===== src/rtl/dmem_pkg.sv =====
// Shared types and helpers for the data-memory arbiter slice.
package dmem_pkg;

   typedef enum logic [1:0] {
      IDLE = 2'd0,
      OWN0 = 2'd1,
      OWN1 = 2'd2
   } dmem_state_e;

   localparam int unsigned STACK_BASE_DEF = 128;
   localparam int unsigned STACK_END_DEF  = 223;

   // Offset into the stack window; a single wrap keeps the window circular.
   function automatic logic [7:0] stack_map(
      input logic [7:0]  offset,
      input int unsigned base = STACK_BASE_DEF,
      input int unsigned lim  = STACK_END_DEF
   );
      logic [8:0] s;
      s = {1'b0, offset} + 9'(base);
      if (s >= 9'(lim))
         s = s - 9'(lim - base);
      return s[7:0];
   endfunction

endpackage


===== src/rtl/dmem_rr_fsm.sv =====
// Round-robin ownership FSM with burst locking and bounded lock length.
module dmem_rr_fsm
   import dmem_pkg::*;
#(
   parameter int unsigned MAX_LOCK = 4
) (
   input  logic clk,
   input  logic rst,
   input  logic req0,
   input  logic req1,
   input  logic lock0,
   input  logic lock1,
   output logic gnt0,
   output logic gnt1
);

   localparam int unsigned CW = $clog2(MAX_LOCK) + 1;
   localparam logic [CW:0] MAX_LOCK_W = (CW + 1)'(MAX_LOCK);

   dmem_state_e   state, state_nx;
   logic          rr_last, rr_last_nx;
   logic [CW-1:0] lock_cnt, lock_cnt_nx;
   logic          own_id, own_req, own_lock, oth_req, lock_room;

   assign gnt0      = (state == OWN0);
   assign gnt1      = (state == OWN1);
   assign own_id    = (state == OWN1);
   assign own_req   = own_id ? req1  : req0;
   assign own_lock  = own_id ? lock1 : lock0;
   assign oth_req   = own_id ? req0  : req1;
   assign lock_room = (({1'b0, lock_cnt} + 1'b1) < MAX_LOCK_W);

   always_comb begin
      state_nx    = state;
      rr_last_nx  = rr_last;
      lock_cnt_nx = lock_cnt;
      case (state)
         IDLE: begin
            if (req0 && req1)
               state_nx = rr_last ? OWN0 : OWN1;
            else if (req0)
               state_nx = OWN0;
            else if (req1)
               state_nx = OWN1;
         end
         OWN0, OWN1: begin
            if (own_req && own_lock && lock_room) begin
               lock_cnt_nx = lock_cnt + 1'b1;
            end else if (own_req || !own_lock) begin
               // Release; only an accepted beat counts as having been served.
               lock_cnt_nx = '0;
               if (own_req)
                  rr_last_nx = own_id;
               if (oth_req)
                  state_nx = own_id ? OWN0 : OWN1;
               else if (!own_req)
                  state_nx = IDLE;
            end
         end
         default: state_nx = IDLE;
      endcase
   end

   always_ff @(posedge clk or negedge rst) begin
      if (!rst) begin
         state    <= IDLE;
         rr_last  <= 1'b1;
         lock_cnt <= '0;
      end else begin
         state    <= state_nx;
         rr_last  <= rr_last_nx;
         lock_cnt <= lock_cnt_nx;
      end
   end

endmodule


===== src/rtl/dmem_arbiter.sv =====
// Two-port arbiter in front of the single-port data RAM; port 1 is stack-windowed.
module dmem_arbiter
   import dmem_pkg::*;
#(
   parameter int unsigned MAX_LOCK   = 4,
   parameter int unsigned STACK_BASE = STACK_BASE_DEF,
   parameter int unsigned STACK_END  = STACK_END_DEF
) (
   input  logic       clk,
   input  logic       rst,
   input  logic       req0,
   input  logic       req1,
   input  logic       we0,
   input  logic       we1,
   input  logic       lock0,
   input  logic       lock1,
   input  logic [7:0] addr0,
   input  logic [7:0] addr1,
   input  logic [7:0] wdata0,
   input  logic [7:0] wdata1,
   output logic       gnt0,
   output logic       gnt1,
   output logic       rvalid0,
   output logic       rvalid1,
   output logic [7:0] rdata,
   output logic       mem_en,
   output logic       mem_we,
   output logic [7:0] mem_addr,
   output logic [7:0] mem_wdata,
   input  logic [7:0] mem_rdata
);

   logic       acc0, acc1;
   logic [7:0] addr1_phys;

   dmem_rr_fsm #(
      .MAX_LOCK(MAX_LOCK)
   ) u_fsm (
      .clk   (clk),
      .rst   (rst),
      .req0  (req0),
      .req1  (req1),
      .lock0 (lock0),
      .lock1 (lock1),
      .gnt0  (gnt0),
      .gnt1  (gnt1)
   );

   assign acc0       = gnt0 & req0;
   assign acc1       = gnt1 & req1;
   assign addr1_phys = stack_map(addr1, STACK_BASE, STACK_END);
   assign rdata      = mem_rdata;

   always_comb begin
      mem_en    = acc0 | acc1;
      mem_we    = 1'b0;
      mem_addr  = '0;
      mem_wdata = '0;
      if (acc0) begin
         mem_we    = we0;
         mem_addr  = addr0;
         mem_wdata = wdata0;
      end else if (acc1) begin
         mem_we    = we1;
         mem_addr  = addr1_phys;
         mem_wdata = wdata1;
      end
   end

   always_ff @(posedge clk or negedge rst) begin
      if (!rst) begin
         rvalid0 <= 1'b0;
         rvalid1 <= 1'b0;
      end else begin
         rvalid0 <= acc0 & ~we0;
         rvalid1 <= acc1 & ~we1;
      end
   end

endmodule


===== config.mk =====
export PLATFORM = sky130hd
export DESIGN_NAME = dmem_arbiter
export DESIGN_NICKNAME = d
export VERILOG_FILES = /design/src/rtl/dmem_pkg.sv /design/src/rtl/dmem_rr_fsm.sv /design/src/rtl/dmem_arbiter.sv
export SDC_FILE = /design/constraint.sdc
export NUM_CORES = 1
export LEC_CHECK = 0
export BUFFER_PORTS_ARGS = -buffer_cell sky130_fd_sc_hd__buf_2
export CORE_ASPECT_RATIO = 1.1
export CORE_MARGIN = 1.5
export CORE_UTILIZATION = 26
export CTS_CLUSTER_SIZE = 14
export DETAILED_ROUTE_END_ITERATION = 16
export PLACE_DENSITY = 0.67
export SLEW_MARGIN = 20
export SYNTH_ARGS = -nofsm -noshare
export SYNTH_HDL_FRONTEND = slang
export SYNTH_SLANG_ARGS = --single-unit
export TNS_END_PERCENT = 1

===== constraint.sdc =====
create_clock -name clk -period 1.8 [get_ports clk]
set_input_delay 0.27 -clock clk [delete_from_list [all_inputs] [get_ports clk]]
set_output_delay 0.27 -clock clk [all_outputs]
set_load 0.02 [all_outputs]

======== Yosys cells after proc, flatten, opt, wreduce, memory -nomap -nowiden ========
Index checks and enable logic that the tools add are counted.
Widths: inputs -> output; s select.
word-level totals
  bits of input ports ..................... 48
  output and inout bits ................... 30
  register bits after elaboration ......... 8
  logic and storage cells ................. 58
operators by class
  order comparisons ....................... 2
  add/subtract/negate cells ............... 4
  bitwise operators ....................... 8
  multiplexer cells ....................... 22
  reductions and logical operators ........ 11
  eq/ne operators ......................... 6
operators with widths
  cell                 number
  $mux 8               5
  $mux 2               9
  $add 8x8->9 const B  1
  $ge 9x8->1 const B   1
  $reduce_and 4->1     2
  $sub 8x7->8 const B  1
  $mux 3               2
  $mux 1               5
  $add 3x1->4 const B  1
  $and 1x1->1          4
  $lt 4x3->1 const B   1
  $ne 4x3->1 const B   1
  $pmux 2 s2           1
  $add 3x1->3 const B  1
  $logic_and 1x1->1    3
  $ne 3x3->1 const B   1
  $not 1->1            3
  $eq 2x1->1 const B   1
  $eq 2x2->1 const B   1
  $logic_not 2->1      1
  $ne 2x1->1 const B   1
  $ne 2x2->1 const B   1
  $reduce_and 2->1     1
  $reduce_bool 2->1    1
  4 further kinds      4

======== Logic depth before layout (Yosys ltp) ========
  depth after elaboration ................. 7
  gate-level depth with buffers ........... 8

======== By module ========
Synthesis repeated with hierarchy kept, for this count alone.
unflattened totals
  cell total of the unflattened synthesis .. 123
  area, all modules ....................... 1,034.7 um2
by module, submodules not included
  module        area an instance (um2)  times used  cells each  sequential area each (um2)
  dmem_arbiter  568.0                   1           78          50.0
  dmem_rr_fsm   466.7                   1           45          151.4

======== Worst setup path before layout ========
Ideal clock, no wire load.
  kind .................................... register to output
  start ................................... register u_fsm.state[0]
  end ..................................... output mem_addr[5]
  data arrival time ....................... 2.004 ns
  slack ................................... -0.474 ns
  cell stages (with the launch flop) ...... 6
  cell sequence ........................... dfrtp_1 inv_1 ha_1 buf_6 nand3_1 o41ai_1
between the ends
  word-level cells in the longest chain between the ends .. 4
  elaborated cells between the ends (all ways) .. 6
  those cells by class .................... eq/ne (2); mux (2); bitwise (2)
ends and longest elaborated chain
  what                      RTL line            text
  start: declaration        dmem_rr_fsm.sv:20   dmem_state_e state, state_nx;
  start signal: assignment  dmem_rr_fsm.sv:70   state <= state_nx;
  $eq 2x2->1                dmem_rr_fsm.sv:26   assign gnt1 = (state == OWN1);
  named net gnt1            dmem_arbiter.sv:22  output logic gnt1,
  $and 1x1->1               dmem_arbiter.sv:50  assign acc1 = gnt1 & req1;
  $mux 8                    dmem_arbiter.sv:63  end else if (acc1) begin
  $mux 8                    dmem_arbiter.sv:59  if (acc0) begin
  end: declaration          dmem_arbiter.sv:28  output logic [7:0] mem_addr,
The timed path passes the listed nets, and every way through them passes these cells.

======== Final worst setup path ========
  start ................................... register u_fsm.state[0]
  end ..................................... output mem_addr[5]
between the ends
  word-level cells in the longest chain between the ends .. 4
  elaborated cells between the ends (all ways) .. 6
  those cells by class .................... eq/ne (2); mux (2); bitwise (2)
ends and longest elaborated chain
  what         RTL line
  $eq 2x2->1   dmem_rr_fsm.sv:26
  $and 1x1->1  dmem_arbiter.sv:50
  $mux 8       dmem_arbiter.sv:63
  $mux 8 *     dmem_arbiter.sv:59
Mark *: on every way between the ends. The rest lies on a longest branch, timed or not.

==> out/metrics.csv <==
stage,metric,value,unit
run_status,outcome,finished with violations,
run_status,failing checks,setup timing,
logic_synthesis,Synth area leaders,"dfrtp_1 17%, a22o_1 8.3%, ha_1 7.1%",
worst_hold_path,HP Start,we0,
worst_setup_path,Worst Reg-to-Reg Cells,7,
drt,Vias,1309,
worst_setup_path,CP Capture Type,output port,
worst_setup_path,R2R Path End,u_fsm.state[0],
worst_setup_path,max incr delay on CP,0.44,ns
logic_synthesis,top cell type's share of synthesized area,0.1657,
drt,"antenna viol nets, final",0,
timing,clk_skew,0.004376,ns
clock_tree,H-Tree Depth,1,
clock_tree,clock sinks,8,
logic_synthesis,"Top FF cell, synth",dfrtp_1,
floorplanning,I/O pin cnt,78,
layout,Finished Core Util,0.4303,
logic_synthesis,post-synthesis net count,188,
logic_synthesis,yosys warns,0,
global_route,GRT overflow,0,
logic_synthesis,synthesized cell area,1057,um^2
power_and_ir_drop,Psw,0.8293,mW
worst_hold_path,Worst Hold Endpoint,rvalid0,
job,maxcap violations,0,
clock_tree,CTS max path bufs,2,
worst_setup_path,CP bufs+invs,2,
placement,Post-DP HPWL,2.496,mm
worst_setup_path,"Arr. time, crit path",1.64,ns
power_and_ir_drop,Pint,1.070,mW
worst_setup_path,Critical R2R Launch,u_fsm.state[0],
clock_tree,Skew-Pair Late Insertion Delay,0.23,ns
power_and_ir_drop,Power Dens Cells,1122,nW/um^2
worst_setup_path,"Largest delay share family, worst path",flip-flops,
logic_synthesis,post-synthesis sequential area ratio,0.1905,
floorplanning,Rows,24,
worst_setup_path,crit path cell chain,"ha_4, and2_4, buf_12, a32oi_4, o41ai_4, buf_4",
power_and_ir_drop,Leakage Power,0.7800,nW
power_and_ir_drop,Total Power,1.900,mW
worst_setup_path,flop2flop setup slack,0.03,ns
worst_hold_path,Hold WC Path Type,primary input to register,
logic_synthesis,cells after synthesis,134,
logic_synthesis,largest area contributor in the netlist,dfrtp_1,
global_route,largest net degree at the start of global routing,18,
layout,Area growth syn-to-layout,60.12,%
global_route,Overall Global Routing Usage,0.1413,
global_route,vias in the first global route,1218,
layout,ANT cells,0,
worst_setup_path,"Max stage delay cell, worst path",dfrtp_2,
logic_synthesis,number of synthesized register bits,8,
drt,via/cell ratio,5.194,
timing,Final Hold Viols,0,
drt,DRC viols,0,
logic_synthesis,Cell variety after synth,45,
timing,Slew @ Worst Pin,0.3673,ns
clock_tree,TritonCTS clock tree,done,
drt,Post-Route WL,3.274,mm
worst_setup_path,Setup CP Type,register to output port,
global_route,initial antenna violation count,0,
layout,share of post-route cells with drive strength above 1,0.4850,
timing,Final Slew Violations,0,
power_and_ir_drop,sw frac,0.4366,
power_and_ir_drop,clock share of power,0.123,
power_and_ir_drop,combinational power share,0.724,
timing,fin worst setup slack,-0.1055,ns
drt,drt first pass iters,4,
worst_setup_path,Worst Path Max Fanout,17,
logic_synthesis,ys async rst share,1.000,
floorplanning,die area,4458,um^2
clock_tree,CTS Root Cell,clkbuf_8,
timing,Final Cycle Share,1.059,
floorplanning,die height,69.88,um
placement,Buffers on Ports,61,
timing,Final setup violation count,12,
timing,Max transition margin,0.7552,
timing,sum of negative setup slack,-0.5855,ns
timing,RSZ-0062 raised after global routing,true,
power_and_ir_drop,VDD IR max,0.5272,mV
drt,initial DRC count,75,
logic_synthesis,"EDFF count, synth",0,
worst_setup_path,Required @ worst endpoint,1.53,ns
floorplanning,initial core utilization,0.2688,
layout,fin area,1693,um^2
placement,placed inst area,1471,um^2
logic_synthesis,syn avg cell area,7.890,um^2
worst_hold_path,hold path depth,2,
drt,wire per inst,12.99,um
placement,Final GP Congestion,0.8720,
power_and_ir_drop,sequential power share,0.153,
floorplanning,DIE WIDTH,63.80,um
clock_tree,clock-pin slew on the worst setup and hold paths,0.05,ns
layout,Final #Nets,255,
worst_setup_path,Worst setup SP type,register,
clock_tree,Num CTS Buffers,3,
timing,worst slack on hold paths,0.2141,ns
global_route,first-pass GRT wire length,5.175,mm
floorplanning,core area,3934,um^2
timing,Final min period,1.905,ns
worst_setup_path,Stages on worst setup path,6,
timing,max frequency,524.8,MHz
worst max path at each step:
stage	to	start	slack, ns
2_1_floorplan	mem_addr[4]	u_fsm.state[1]	0.01
3_3_place_gp	mem_addr[5]	u_fsm.state[0]	0.08
3_5_place_dp	mem_addr[5]	u_fsm.state[0]	0.05
4_1_cts	mem_addr[4]	u_fsm.state[0]	-0.14
5_1_grt	mem_addr[5]	u_fsm.state[0]	-0.19
6_report	mem_addr[5]	u_fsm.state[0]	-0.11
flip-flops by register name (all words and copies together) (netlist names):
name,flops
rvalid1,1
u_fsm.state,2
u_fsm.rr_last,1
rvalid0,1
u_fsm.lock_cnt,3
worst reg2reg max path, stage by stage (launching register included):
cell and delay [ns]:
dfrtp_2 0.44, inv_4 0.09, ha_4 0.17, buf_4 0.18, mux2i_4 0.28, nor2b_2 0.09
a21o_1 0.20, o31ai_2 0.22
area by class of cell:
cell class	count	area, um^2
clock buffers	4	45.04
fillers	390	2241
inverters	3	13.76
multi-input cells	110	845.8
flip-flops and latches	8	202.7
well taps	52	65.06
repair buffers	75	520.5
synth_stat cells (2+ instances only):
master / number
o211ai_1: 2
o21ai_1: 9
o311ai_1: 2
nand2_1: 16
inv_1: 3
a21oi_1: 7
ha_1: 6
o32ai_1: 2
dfrtp_1: 7
nor2_1: 7
a21o_1: 3
and2_1: 3
buf_2: 3
nor2b_1: 2
o31ai_1: 3
nand3_1: 4
buf_4: 9
a31oi_1: 3
a21boi_0: 2
nand4_1: 2
o21ai_0: 5
a22o_1: 10
mux2i_1: 2
layout by cell type, fill, tap and decap left out, drive strengths merged, types with 4 or more instances in the layout:
master,count
nor2,8
o21ai,15
a22o,10
clkbuf,4
ha,6
buf,74
nand3,4
nand2,16
dfrtp,7
a21oi,7
power by group through the flow:
| stage | combinational [mW] | clock, mW | sequential [mW] |
|---|---|---|---|
| 2_1_floorplan | 0.833 | 0 | 0.297 |
| 6_report | 1.38 | 0.233 | 0.291 |
| 3_5_place_dp | 1.16 | 0 | 0.286 |
| 4_1_cts | 1.26 | 0.240 | 0.285 |
| 3_3_place_gp | 1.15 | 0 | 0.286 |
| 5_1_grt | 1.49 | 0.254 | 0.300 |
metal layers:
layer	wire [um]	vias to the layer above	part of all wire	track usage
met1	1349	607	0.41	0.1528
met2	1642	64	0.50	0.2616
met3	260	4	0.079	0.04509
li1	-	634	-	-
met5	0	-	0	0
met4	23	0	0.0070	0.03382
kinds of logic after synthesis:
group,share of synthesized area
xor+xnor,0.008286
compound gates,0.3669
flops,0.1905
simple gates,0.2130
buf+inv,0.09940
fa+ha+maj,0.07100
mux,0.05089
through the flow:
step,worst slack (ns),cells
after floorplan,0.01321,134
after global placement,0.07743,241
after detailed placement,0.05119,241
after CTS,-0.1369,247
after global routing,-0.1897,252
final,-0.1055,252
timing repair:
action                     in CTS  in global routing
gates resized for setup        24                 16
buffers inserted                1                  6
hold endpoints to repair        7                  0
pin swaps                       5                 12
hold buffers                    1                  0
gates cloned                    0                  0
setup endpoints to repair      17                 19
(Power assumes the default switching activity.)
